`config.mk`:
```
export PLATFORM = sky130hd
export DESIGN_NAME = rr_arbiter_bin
export DESIGN_NICKNAME = d
export VERILOG_FILES = /design/src/rtl/rr_arbiter_bin.sv
export SDC_FILE = /design/constraint.sdc
export NUM_CORES = 1
export LEC_CHECK = 0
export BUFFER_PORTS_ARGS = -buffer_cell sky130_fd_sc_hd__buf_2
export CAP_MARGIN = 20
export CORE_UTILIZATION = 61
export DETAILED_ROUTE_END_ITERATION = 16
export PLACE_DENSITY = 0.87
export SYNTH_ARGS = -nofsm -noshare
export SYNTH_HDL_FRONTEND = slang
export SYNTH_SLANG_ARGS = --single-unit
```
`constraint.sdc`:
```
create_clock -name clk -period 8.14 [get_ports clk]
set_input_delay 0.814 -clock clk [delete_from_list [all_inputs] [get_ports clk]]
set_output_delay 0.814 -clock clk [all_outputs]
set_load 0.02 [all_outputs]
```
`src/rtl/rr_arbiter_bin.sv`:
```
// Round-robin arbiter with a registered binary grant index and a
// valid/ready handshake. The pointer names the highest-priority requester;
// after an accepted grant it moves to the line just past the winner, so the
// winner drops to lowest priority. Indices wrap modulo NUM_REQ.
module rr_arbiter_bin #(
    parameter int NUM_REQ = 16,
    parameter int BIN_W   = 4
) (
    input  logic               clk,
    input  logic               reset,
    input  logic [NUM_REQ-1:0] req_i,
    input  logic               gnt_ready_i,
    output logic               gnt_valid_o,
    output logic [BIN_W-1:0]   gnt_idx_o
);

    typedef enum logic {
        IDLE  = 1'b0,
        GRANT = 1'b1
    } state_e;

    localparam logic [BIN_W:0] N_EXT = (BIN_W+1)'(NUM_REQ);

    state_e           state_q, state_d;
    logic [BIN_W-1:0] ptr_q, ptr_d;
    logic [BIN_W-1:0] idx_q, idx_d;
    logic [BIN_W-1:0] ptr_inc;
    logic             any_req;

    // (a + b) mod NUM_REQ for a, b < NUM_REQ; one spare bit holds the carry
    function automatic logic [BIN_W-1:0] wrap_add(input logic [BIN_W-1:0] a,
                                                  input logic [BIN_W-1:0] b);
        logic [BIN_W:0] s;
        s = {1'b0, a} + {1'b0, b};
        if (s >= N_EXT) s = s - N_EXT;
        return s[BIN_W-1:0];
    endfunction

    // Rotate so that bit 0 is the pointer position, take the lowest set bit,
    // then map the offset back to an absolute index. Relies on p < NUM_REQ.
    function automatic logic [BIN_W-1:0] pick(input logic [NUM_REQ-1:0] req,
                                              input logic [BIN_W-1:0]   p);
        logic [2*NUM_REQ-1:0] dbl;
        logic [NUM_REQ-1:0]   rot;
        logic [BIN_W-1:0]     off;
        dbl = {req, req} >> p;
        rot = dbl[NUM_REQ-1:0];
        off = '0;
        for (int i = NUM_REQ - 1; i >= 0; i--) begin
            if (rot[i]) off = BIN_W'(i);
        end
        return wrap_add(p, off);
    endfunction

    assign any_req = |req_i;
    assign ptr_inc = wrap_add(idx_q, BIN_W'(1));

    // Next-state: issue from IDLE, hold under backpressure, re-arbitrate on handshake
    always_comb begin
        state_d = state_q;
        ptr_d   = ptr_q;
        idx_d   = idx_q;
        case (state_q)
            IDLE: begin
                if (any_req) begin
                    idx_d   = pick(req_i, ptr_q);
                    state_d = GRANT;
                end
            end
            GRANT: begin
                if (gnt_ready_i) begin
                    ptr_d = ptr_inc;
                    if (any_req) idx_d = pick(req_i, ptr_inc);
                    else         state_d = IDLE;
                end
            end
            default: state_d = IDLE;
        endcase
    end

    // State, pointer and grant index registers with synchronous reset
    always_ff @(posedge clk) begin
        if (reset) begin
            state_q <= IDLE;
            ptr_q   <= '0;
            idx_q   <= '0;
        end else begin
            state_q <= state_d;
            ptr_q   <= ptr_d;
            idx_q   <= idx_d;
        end
    end

    assign gnt_valid_o = (state_q == GRANT);
    assign gnt_idx_o   = idx_q;

endmodule

```
**Yosys cells after proc, flatten, opt, wreduce, memory -nomap -nowiden**

Index checks and enable logic that the tools add are counted.

- Equality and inequality tests: 3
- Bitwise operators: 1
- Add/sub/neg operators: 6
- Reduce and logical (&&, ||, !) cells: 3
- Shifts and indexed selects: 2
- Mux-type cells: 47
- $lt $le $gt $ge: 3

Operators by type and width:

| cell | number |
|---|---|
| 2-to-1 mux 4 bit | 43 |
| right shift 32 x 4 -> 16 bit | 2 |
| OR reduction 16 bit | 1 |
| >= comparator 5 bit (second input constant) | 3 |
| subtractor 4 x 1 -> 4 bit (second input constant) | 3 |
| adder 4 x 4 -> 5 bit | 2 |
| one-hot mux 4 bit (2 select lines) | 1 |
| adder 4 x 1 -> 5 bit (second input constant) | 1 |
| inequality test 2 bit (second input constant) | 2 |
| AND reduction 3 bit | 1 |
| 2-to-1 mux 1 bit | 2 |
| inequality test 2 x 1 -> 1 bit (second input constant) | 1 |
| one-hot mux 1 bit (2 select lines) | 1 |
| AND reduction 2 bit | 1 |
| NOT 1 bit | 1 |

- Bits in registers: 9
- Output and inout port bits: 5

**Logic depth before layout (Yosys ltp)**

Gate-level depths: netlist of the first run.

- Word-level depth: 29
- Depth in mapped cells: 17
- Gate-level depth less buffers: 15

**Worst setup path after synthesis of the first run**

No wires, ideal clock.

- Kind: register -> register
- From: reg idx_q[1] (netlist: gnt_idx_o[1])
- To: reg idx_q[3] (netlist: gnt_idx_o[3])
- Cell stages (with the launch flop): 18
- Data required time: 8022 ps
- Slack: 4251 ps
- Path buffers: 2
- Data arrival time: 3771 ps
- Cells stage by stage: dfxtp_1 > ha_1 > buf_4 > buf_6 > mux2_1 > mux2_2 > mux4_2 > o211ai_1 > a31oi_1 > o21ai_1 > a21oi_1 > ha_1 > a21o_1 > a21oi_1 > xnor2_1 > or2_2 > mux2i_1 > o21ai_1

- Longest elaborated chain between the ends: 29
- Elaborated cells between the ends (all ways): 31
- Those cells by class: 4 x add/sub; 2 x order compare; 1 x shift; 24 x mux

Ends and longest elaborated chain:

| what | RTL line | RTL |
|---|---|---|
| from (decl) | 26 | `logic [BIN_W-1:0] idx_q, idx_d;` |
| from (signal assigned) | 90 | `idx_q <= idx_d;` |
| adder 4 x 1 -> 5 bit (*) | 34 | `s = {1'b0, a} + {1'b0, b};` |
| subtractor 4 x 1 -> 4 bit / >= comparator 5 bit (equally long branches) | 35 | `if (s >= N_EXT) s = s - N_EXT;` |
| 2-to-1 mux 4 bit (*) | 35 |  |
| via ptr_inc[1] | 27 | `logic [BIN_W-1:0] ptr_inc;` |
| right shift 32 x 4 -> 16 bit | 46 | `dbl = {req, req} >> p;` |
| 2-to-1 mux 4 bit (16 in a row) | 50 | `if (rot[i]) off = BIN_W'(i);` |
| 2-to-1 mux 4 bit | 73 | `if (any_req) idx_d = pick(req_i, ptr_inc);` |
| 2-to-1 mux 4 bit | 71 | `if (gnt_ready_i) begin` |
| 2-to-1 mux 4 bit | 63 | `case (state_q)` |
| adder 4 x 4 -> 5 bit (*) | 34 |  |
| subtractor 4 x 1 -> 4 bit / >= comparator 5 bit (equally long branches) | 35 |  |
| 2-to-1 mux 4 bit (*) | 35 |  |
| 2-to-1 mux 4 bit (*) | 73 |  |
| 2-to-1 mux 4 bit (*) | 71 |  |
| one-hot mux 4 bit (2 select lines) (*) | 63 |  |

Mark *: on every way through the listed nets, which the timed path passes. The rest lies on a longest branch. The select of a mux whose other input is x is not followed.
A chain may end at the register's enable or synchronous reset.

**Worst setup path in the final report of the first run**

- From: reg idx_q[0] (netlist: gnt_idx_o[0])
- To: reg idx_q[3] (netlist: gnt_idx_o[3])

The elaborated chain is that of the path after synthesis.

==> metrics.txt, run 1 <==
status finished, final reports clean; Post-synth EDFFs 0; ys flop type dfxtp_1; crit path max-delay cell type ha_1; kind of critical path register to register; leakage 0.00114 uW; Seq/Total Area, Yosys 6.46%; initial antenna violation count 0; Final Wtd Congestion 0.922; Reg2Reg Setup Slack 3.60 ns; syn_area_per_cell 9.62 um^2; Fin. Hold Viols 0; Worst Hold Path EP gnt_idx_o[2]$_SDFFE_PP0P_; Yosys reg bits 9; # clock sinks 9; P_sw 391 uW; number of global-route vias before repair 2,494; Synth Warn # 0; Worst path depth 15; hold path cells 2; die area 4850 um^2; worst path cell trace ha_1 -> mux2_2 -> mux2i_1 -> mux4_2 -> o211ai_1 -> a31oi_1 -> o21ai_1 -> a21oi_1 -> ha_1 -> a21o_1 -> a21oi_1 -> xnor2_1 -> or2_2 -> mux2i_1 -> o21ai_1; DR vias 2,536; Crit path largest cell delay 0.70 ns; Worst VDD drop 195 uV; Post-CTS Setup Inserts 0; post-CTS sizing 0; Placement Rows 24; share of cells above drive strength 1 29.3%; CP Max Fanout 19; crit-path leading delay family multiplexers; Core ar. 4380 um^2; Post-CTS Hold Buffers 0; Worst Skew 0.00296 ns; final cycle utilization of the critical path 55.8%; Pre-Repair DR Iteration Count 5; Mapped Nets 318; count of max-cap constraint violations 0; Post-Layout Cell Count 352; TritonCTS buffer count 3; time the worst path needs with I/O delays and setup 4.54 ns; diode count 0; DR DRC count 0; # IOs 24; WP data required 8.25 ns; FF-to-FF End gnt_idx_o[3]$_SDFFE_PP0P_; Root Buffer clkbuf_8; Worst R2R Path Depth 15; clk buf depth 2; vias per cell 7.20; Max Transition Viols Final 0; CP Launch Type register; # port buffers 23; Slew headroom 33.2%; antenna viol nets, final 0; largest net degree at the start of global routing 23; Synth Instances 290; overflow left after global routing 0; fmax 0.220 GHz; DP HPWL 5.49 mm; hold crit path type register to register; number of nets in the layout 329; clock-pin slew on the worst setup and hold paths 0.04 ns; mapped cell area 2790 um^2; hold_ws 0.522 ns; Setup crit end kind register; cell total after placement 347; slack of the critical path 3.60 ns; reg2reg start gnt_idx_o[0]$_SDFFE_PP0P_; Initial Util 63.6%; WL per Instance 19.8 um; clock share of power 6.3%; H-tree depth 1; cell-internal power 417 uW; first-pass GRT wire length 12.1 mm; Tot Pwr 808 uW; Skew-Pair Late Insertion Delay 0.23 ns; setup TNS 0 ns; power density over the cells 277 nW/um^2; DP Worst Slack 3.55 ns; Worst Path Buf+Inv 0; CTS tree yes; RSZ-0062 raised after global routing false; Tot GR Track Use 30.2%; share of synthesized registers carrying an async set or reset 0%; Sw Share 48.4%; worst slew pin tran 1.00 ns; logic gate share of total power 84.1%; hold wc startpoint gnt_idx_o[2]$_SDFFE_PP0P_; DR iter-0 viols 311; die span in y 69.6 um; sequential share of power 9.6%; Critical Path AT 4.65 ns; Setup-failing EPs final 0; total routed wirelength 6.95 mm; DIE WIDTH 69.6 um; Yosys cell types 59; Syn-to-layout area delta 4.48%
-- worst max path at each step --
stage,from,to,slack [ns]
2_1_floorplan,gnt_idx_o[1]$_SDFFE_PP0P_,gnt_idx_o[3]$_SDFFE_PP0P_,4.25
3_3_place_gp,gnt_idx_o[0]$_SDFFE_PP0P_,gnt_idx_o[3]$_SDFFE_PP0P_,3.66
3_5_place_dp,gnt_idx_o[0]$_SDFFE_PP0P_,gnt_idx_o[3]$_SDFFE_PP0P_,3.55
4_1_cts,gnt_idx_o[0]$_SDFFE_PP0P_,gnt_idx_o[3]$_SDFFE_PP0P_,3.52
5_1_grt,gnt_idx_o[0]$_SDFFE_PP0P_,gnt_idx_o[3]$_SDFFE_PP0P_,3.27
6_report,gnt_idx_o[0]$_SDFFE_PP0P_,gnt_idx_o[3]$_SDFFE_PP0P_,3.60
-- layout by cell type, fill, tap and decap left out, types with 4 or more instances in the layout --
cell / count
mux4_2: 31
mux2i_1: 28
nor2_1: 24
a21oi_1: 24
buf_2: 23
mux2_2: 20
nand2_1: 17
mux2_1: 13
dfxtp_1: 9
inv_1: 7
ha_1: 7
nand3_1: 6
xnor2_1: 5
nor2b_1: 4
a211oi_1: 4
o21ai_1: 4
nor4_1: 4
-- logic make-up (layout without fill, tap and decap cells) --
group | Yosys count | after routing | share of synthesized area (%)
AND/OR/NAND/NOR | 75 | 75 | 13.3
flip-flops | 9 | 9 | 6.46
XOR/XNOR | 7 | 7 | 2.74
AO/OA/AOI/OAI | 65 | 65 | 16.1
multiplexers | 95 | 95 | 51.2
buffers and inverters | 30 | 40 | 5.61
adder cells (fa/ha/maj) | 9 | 9 | 4.57
-- flip-flops by register name (all words and copies together) (netlist names) --
name         count
gnt_idx_o        4
ptr_q            4
gnt_valid_o      1
-- synth_stat cells, types with 3 or more instances --
cell type | count | area share (%)
o21ai_1 | 4 | 0.72
a21o_1 | 3 | 0.81
nor4_1 | 4 | 0.90
nand4_1 | 3 | 0.67
o21ai_0 | 3 | 0.54
clkbuf_1 | 6 | 0.81
nor3_1 | 3 | 0.54
nand2_1 | 17 | 2.3
mux2i_1 | 28 | 10
mux4_2 | 31 | 25
a21oi_1 | 24 | 4.3
nand3b_1 | 3 | 0.81
mux4_1 | 3 | 2.8
inv_2 | 3 | 0.40
xnor2_1 | 5 | 1.6
a31oi_1 | 3 | 0.67
or3_1 | 3 | 0.67
nand3_1 | 6 | 1.1
nor2_1 | 24 | 3.2
a211oi_1 | 4 | 1.1
a32oi_1 | 3 | 0.94
ha_1 | 7 | 3.1
mux2_2 | 20 | 8.1
nor2b_1 | 4 | 0.90
buf_2 | 7 | 1.3
mux2_1 | 13 | 5.2
dfxtp_1 | 9 | 6.5
inv_1 | 7 | 0.94
-- power by group through the flow --
stage / logic, uW / registers, uW / clock network [uW]
after floorplan: 564 / 66.7 / 0
after detailed placement: 667 / 78.2 / 0
after global placement: 645 / 77.5 / 0
after global routing: 736 / 80.6 / 55.4
final: 679 / 77.3 / 51.2
after CTS: 670 / 77.5 / 50.8
-- layer usage --
metal,track usage [%],up-vias,wire [um]
li1,-,1188,-
met5,0,-,0
met3,3.05,6,433
met2,52.9,107,3560
met1,41.4,1235,2920
met4,4.67,0,36
-- area by class of cell --
class | instances | area (um^2)
flip-flops and latches | 9 | 180
well taps | 52 | 65.1
clock buffers | 4 | 45.0
fillers | 350 | 1470
inverters | 11 | 41.3
repair buffers | 25 | 130
multi-input cells | 251 | 2450
-- through the flow --
stage / instance area (um^2) / util (%)
floorplan: 2790 / -
global placement: 2860 / 65.3
detailed placement: 2860 / 65.3
CTS: 2910 / 66.3
global route: 2920 / 66.5
finish: 2920 / 66.5
-- worst reg2reg max path: cells and delay by family, from the launching register on --
kind | cells | cell delay [ns]
xor+xnor | 1 | 0.09
fa+ha+maj | 2 | 0.98
simple gates | 1 | 0.27
compound gates | 7 | 1.05
mux | 4 | 1.44
flops | 1 | 0.60
No activity file was read; power rests on OpenSTA's default activity.
==> run 2: changes to the inputs <==
Clock period 8.14 ns to 4.7 ns, I/O delays scaled along.
==> metrics.txt, run 2 (same netlist as run 1, synthesis figures left out) <==
Placement Rows 24 (unchanged); DP HPWL 5.65 mm (+3.0%); initial antenna violation count 0 (unchanged); Worst Hold Path EP ptr_q[1]$_SDFFE_PP0P_; worst slew pin tran 0.697 ns (-0.303 ns); hold wc startpoint ptr_q[1]$_SDFFE_PP0P_; antenna viol nets, final 0 (unchanged); post-CTS sizing 0 (unchanged); Worst Skew 0.00633 ns (+0.00337 ns); fmax 0.232 GHz (+5.4%); Final Wtd Congestion 0.983 (+6.6%); kind of critical path register to register; first-pass GRT wire length 12.6 mm (+4.7%); Slew headroom 53.3% (+20 points); largest net degree at the start of global routing 23 (unchanged); Setup crit end kind register; Reg2Reg Setup Slack 0.39 ns (-3.21 ns); Critical Path AT 4.43 ns (-0.22 ns); DR iter-0 viols 256 (-18%); CP Max Fanout 17 (-2); power density over the cells 482 nW/um^2 (+74%); CP Launch Type register; share of cells above drive strength 1 30.5% (+1.2 points); Initial Util 63.6% (unchanged); Core ar. 4380 um^2 (unchanged); Register Area 180 um^2 (unchanged); Worst Path Buf+Inv 0 (unchanged); die area 4850 um^2 (unchanged); leakage 0.00116 uW (+2.3%); CTS tree yes; Setup-failing EPs final 0 (unchanged); count of max-cap constraint violations 0 (unchanged); Tot GR Track Use 31.8% (+1.6 points); vias per cell 7.27 (+0.93%); WL per Instance 20.2 um (+2.1%); number of global-route vias before repair 2,571 (+3.1%); DIE WIDTH 69.6 um (unchanged); number of nets in the layout 334 (+1.5%); # fillers 341 (-2.6%); Root Buffer clkbuf_8; clock-pin slew on the worst setup and hold paths 0.05 ns (about the same); DR DRC count 0 (unchanged); H-tree depth 1 (unchanged); final cycle utilization of the critical path 91.6% (+36 points); reg2reg start gnt_idx_o[1]$_SDFFE_PP0P_; worst path cell trace ha_1 -> mux2_1 -> mux2i_1 -> mux4_2 -> o211ai_1 -> a31oi_1 -> o21ai_1 -> a21oi_1 -> ha_1 -> a21o_1 -> a21oi_1 -> xnor2_1 -> or2_2 -> mux2i_1 -> o21ai_1; Pre-Repair DR Iteration Count 7 (+2); status finished, final reports clean; total routed wirelength 7.20 mm (+3.5%); overflow left after global routing 0 (unchanged); Skew-Pair Late Insertion Delay 0.23 ns (about the same); # port buffers 23 (unchanged); crit path max-delay cell type ha_1; DR vias 2,596 (+2.4%); hold crit path type register to register; clk buf depth 2 (unchanged); Worst VDD drop 309 uV (+59%); time the worst path needs with I/O delays and setup 4.31 ns (-0.234 ns); Post-CTS Setup Inserts 0 (unchanged); diode count 0 (unchanged); Multi-input gate area 2450 um^2 (unchanged); # IOs 24 (unchanged); FF-to-FF End gnt_idx_o[3]$_SDFFE_PP0P_; commonest non-fill, non-tap cells in the layout mux4_2 (31), mux2i_1 (28), nor2_1 (24), a21oi_1 (24), buf_2 (23); RSZ-0062 raised after global routing false; crit-path leading delay family multiplexers; WP data required 4.82 ns (-3.43 ns); Post-CTS Hold Buffers 0 (unchanged); Max Transition Viols Final 0 (unchanged); hold_ws 0.509 ns (-0.0129 ns); Worst R2R Path Depth 15 (unchanged); Crit path largest cell delay 0.72 ns (+0.02 ns); setup TNS 0 ns (unchanged); # clock sinks 9 (unchanged); hold path cells 2 (unchanged); Fin. Hold Viols 0 (unchanged); Syn-to-layout area delta 5.83%; commonest non-fill, non-tap cell in the layout mux4_2; die span in y 69.6 um (unchanged); TritonCTS buffer count 3 (unchanged)
run 2: through the flow:
stage	power (uW)	std cells	cell area (um^2)	util (%)	worst slack (ns)
floorplan	1090	290	2790	-	0.811
global placement	1280	353	2910	66.3	0.617
detailed placement	1310	353	2910	66.3	0.515
CTS	1410	357	2950	67.4	0.483
global route	1540	357	2950	67.4	0.129
finish	1420	357	2950	67.4	0.394
run 2: worst register-to-register path, stage by stage (launching register included):
cell,delay (ns)
dfxtp_1,0.35
ha_1,0.72
mux2_1,0.44
mux2i_1,0.41
mux4_2,0.38
o211ai_1,0.11
a31oi_1,0.20
o21ai_1,0.08
a21oi_1,0.28
ha_1,0.29
a21o_1,0.15
a21oi_1,0.17
xnor2_1,0.10
or2_2,0.28
mux2i_1,0.16
o21ai_1,0.09
run 2: worst max-delay path by stage:
| stage | startpoint | to | slack [ns] | depth (start not counted) |
|---|---|---|---|---|
| after floorplan | gnt_idx_o[1]$_SDFFE_PP0P_ | gnt_idx_o[3]$_SDFFE_PP0P_ | 0.81 | 17 |
| after global placement | gnt_idx_o[1]$_SDFFE_PP0P_ | gnt_idx_o[3]$_SDFFE_PP0P_ | 0.62 | 15 |
| after detailed placement | gnt_idx_o[1]$_SDFFE_PP0P_ | gnt_idx_o[3]$_SDFFE_PP0P_ | 0.52 | 15 |
| after CTS | gnt_idx_o[1]$_SDFFE_PP0P_ | gnt_idx_o[3]$_SDFFE_PP0P_ | 0.48 | 15 |
| after global routing | gnt_idx_o[1]$_SDFFE_PP0P_ | gnt_idx_o[3]$_SDFFE_PP0P_ | 0.13 | 15 |
| final | gnt_idx_o[1]$_SDFFE_PP0P_ | gnt_idx_o[3]$_SDFFE_PP0P_ | 0.39 | 15 |
run 2: metal layers:
| layer | vias up | track usage, % | part of all wire, % |
|---|---|---|---|
| li1 | 1198 | - | - |
| met1 | 1253 | 43.9 | 42 |
| met2 | 121 | 54.6 | 51 |
| met3 | 24 | 1.74 | 4.9 |
| met4 | 0 | 9.11 | 2.7 |
| met5 | - | 0 | 0 |
run 2: area by class of cell:
cell class / instances / area share [%]
repair buffers: 30 / 5.68
multi-input cells: 251 / 83.1
flip-flops and latches: 9 / 6.10
clock buffers: 4 / 1.53
inverters: 11 / 1.40
well taps: 52 / 2.20
run 2: report_power, final:
group          total [uW]  switching (uW)  internal (uW)
clock network        88.9            29.9           59.0
registers             113            23.2           90.0
logic                1220             637            584
total                1420             690            733
==> run 3: changes to the inputs <==
Settings changed: CORE_ASPECT_RATIO set to 1.25.
==> metrics.txt, run 3 (same netlist as run 1, synthesis figures left out) <==
DR vias 2,553 (-1.7%); overflow left after global routing 0 (unchanged); share of cells above drive strength 1 30.7% (+0.23 points); worst slew pin tran 0.759 ns (+0.0619 ns); # clock sinks 9 (unchanged); Worst VDD drop 300 uV (-2.9%); RSZ-0062 raised after global routing false; antenna viol nets, final 0 (unchanged); TritonCTS buffer count 3 (unchanged); DP Worst Slack 0.550 ns (+0.0349 ns); kind of critical path register to register; Root Buffer clkbuf_8; hold crit path type register to register; # IOs 24 (unchanged); CTS tree yes; number of nets in the layout 335 (+0.30%); Final Wtd Congestion 0.985 (+0.20%); Tot Pwr 1430 uW (+0.19%); first-pass GRT wire length 12.1 mm (-4.4%); setup TNS 0 ns (unchanged); status finished, final reports clean; initial antenna violation count 0 (unchanged); Post-CTS Hold Buffers 0 (unchanged); Post-DP Area 2920 um^2 (+0.52%); WP data required 4.83 ns (about the same); Core ar. 4390 um^2 (+0.17%); leakage 0.00117 uW (+0.46%); Initial Util 63.5% (-0.11 points); commonest non-fill, non-tap cell in the layout mux4_2; H-tree depth 1 (unchanged); number of global-route vias before repair 2,624 (+2.1%); Worst Skew 0.000846 ns (-0.00548 ns); Syn-to-layout area delta 6.37%; Fin. Hold Viols 0 (unchanged); # port buffers 23 (unchanged); largest net degree at the start of global routing 23 (unchanged); time the worst path needs with I/O delays and setup 4.23 ns (-0.0796 ns); count of max-cap constraint violations 0 (unchanged); # fillers 352 (+3.2%); slack of the critical path 0.474 ns (+0.0796 ns); die area 4850 um^2 (about the same); post-CTS sizing 0 (unchanged); Register Area 180 um^2 (unchanged); Multi-input gate area 2450 um^2 (unchanged); Critical Path AT 4.35 ns (-0.08 ns); DIE WIDTH 62.5 um (-10%); Setup crit end kind register; DP HPWL 5.58 mm (-1.3%); Placement Rows 27 (+13%); clock-pin slew on the worst setup and hold paths 0.04 ns (about the same); commonest non-fill, non-tap cells in the layout mux4_2 (31), mux2i_1 (28), nor2_1 (24), a21oi_1 (24), buf_2 (23); CP startpoint gnt_idx_o[1]$_SDFFE_PP0P_; Post-CTS Setup Inserts 0 (unchanged); Setup-failing EPs final 0 (unchanged); CP Max Fanout 17 (unchanged); clk buf depth 2 (unchanged); vias per cell 7.01 (-3.5%); WL per Instance 19.1 um (-5.3%); DR DRC count 0 (unchanged); diode count 0 (unchanged); hold wc startpoint ptr_q[1]$_SDFFE_PP0P_; Max Transition Viols Final 0 (unchanged); die span in y 77.6 um (+11%); DR iter-0 viols 171 (-33%); Pre-Repair DR Iteration Count 4 (-3); reg2reg start gnt_idx_o[1]$_SDFFE_PP0P_; CP Launch Type register; fmax 0.237 GHz (+1.9%); final cycle utilization of the critical path 89.9% (-1.7 points); total routed wirelength 6.95 mm (-3.4%); cell area after layout 2970 um^2 (+0.51%); power density over the cells 481 nW/um^2 (-0.32%); Tot GR Track Use 30.9% (-0.91 points); Slew headroom 48.1% (-5.2 points); Skew-Pair Late Insertion Delay 0.24 ns (about the same)
run 3: changes by cell type in the layout (fill, tap and decap cells not counted):
cell / change
buf_4: +1
run 3: worst paths after layout:
path,cells past startpoint,slack [ns],end
setup / recovery,15,0.47,gnt_idx_o[3]$_SDFFE_PP0P_
setup reg to reg,15,0.47,gnt_idx_o[3]$_SDFFE_PP0P_
hold reg to reg,2,0.51,ptr_q[1]$_SDFFE_PP0P_
hold / removal,2,0.51,ptr_q[1]$_SDFFE_PP0P_
run 3: area by class of cell:
type	count	share of cell area, %
clock buffers	4	1.52
inverters	11	1.39
multi-input cells	251	82.7
flip-flops and latches	9	6.07
well taps	58	2.45
repair buffers	31	5.90
run 3: per-layer routing:
metal,vias up,routed length (um),track usage (%)
met5,-,0,0
met4,0,335,15.6
met3,33,274,2.06
met2,90,3600,56.0
met1,1237,2740,36.5
li1,1193,-,-
run 3: metrics by stage:
stage,hold WS (ns),std cells,utilization (%)
after floorplan,0.578,290,-
after global placement,0.494,360,66.6
after detailed placement,0.503,360,66.6
after CTS,0.510,364,67.6
after global routing,0.526,364,67.6
final,0.515,364,67.6
run 3: critical path, stage by stage (launching register included):
cell and delay, ns:
dfxtp_1 0.34, ha_1 0.73, mux2_1 0.44, mux2i_1 0.31
mux4_2 0.34, o21ai_1 0.08, a21bo_1 0.19, a211o_1 0.28
a32o_1 0.25, ha_1 0.21, a21o_1 0.18, a21oi_1 0.17
xnor2_1 0.10, or2_2 0.27, mux2i_1 0.14, o21ai_1 0.08
run 3: where the power goes:
| group | switching, uW | total [uW] | internal [uW] |
|---|---|---|---|
| logic | 638 | 1220 | 586 |
| clock network | 31.8 | 91.0 | 59.2 |
| registers | 21.6 | 112 | 90.0 |
| total | 691 | 1430 | 735 |
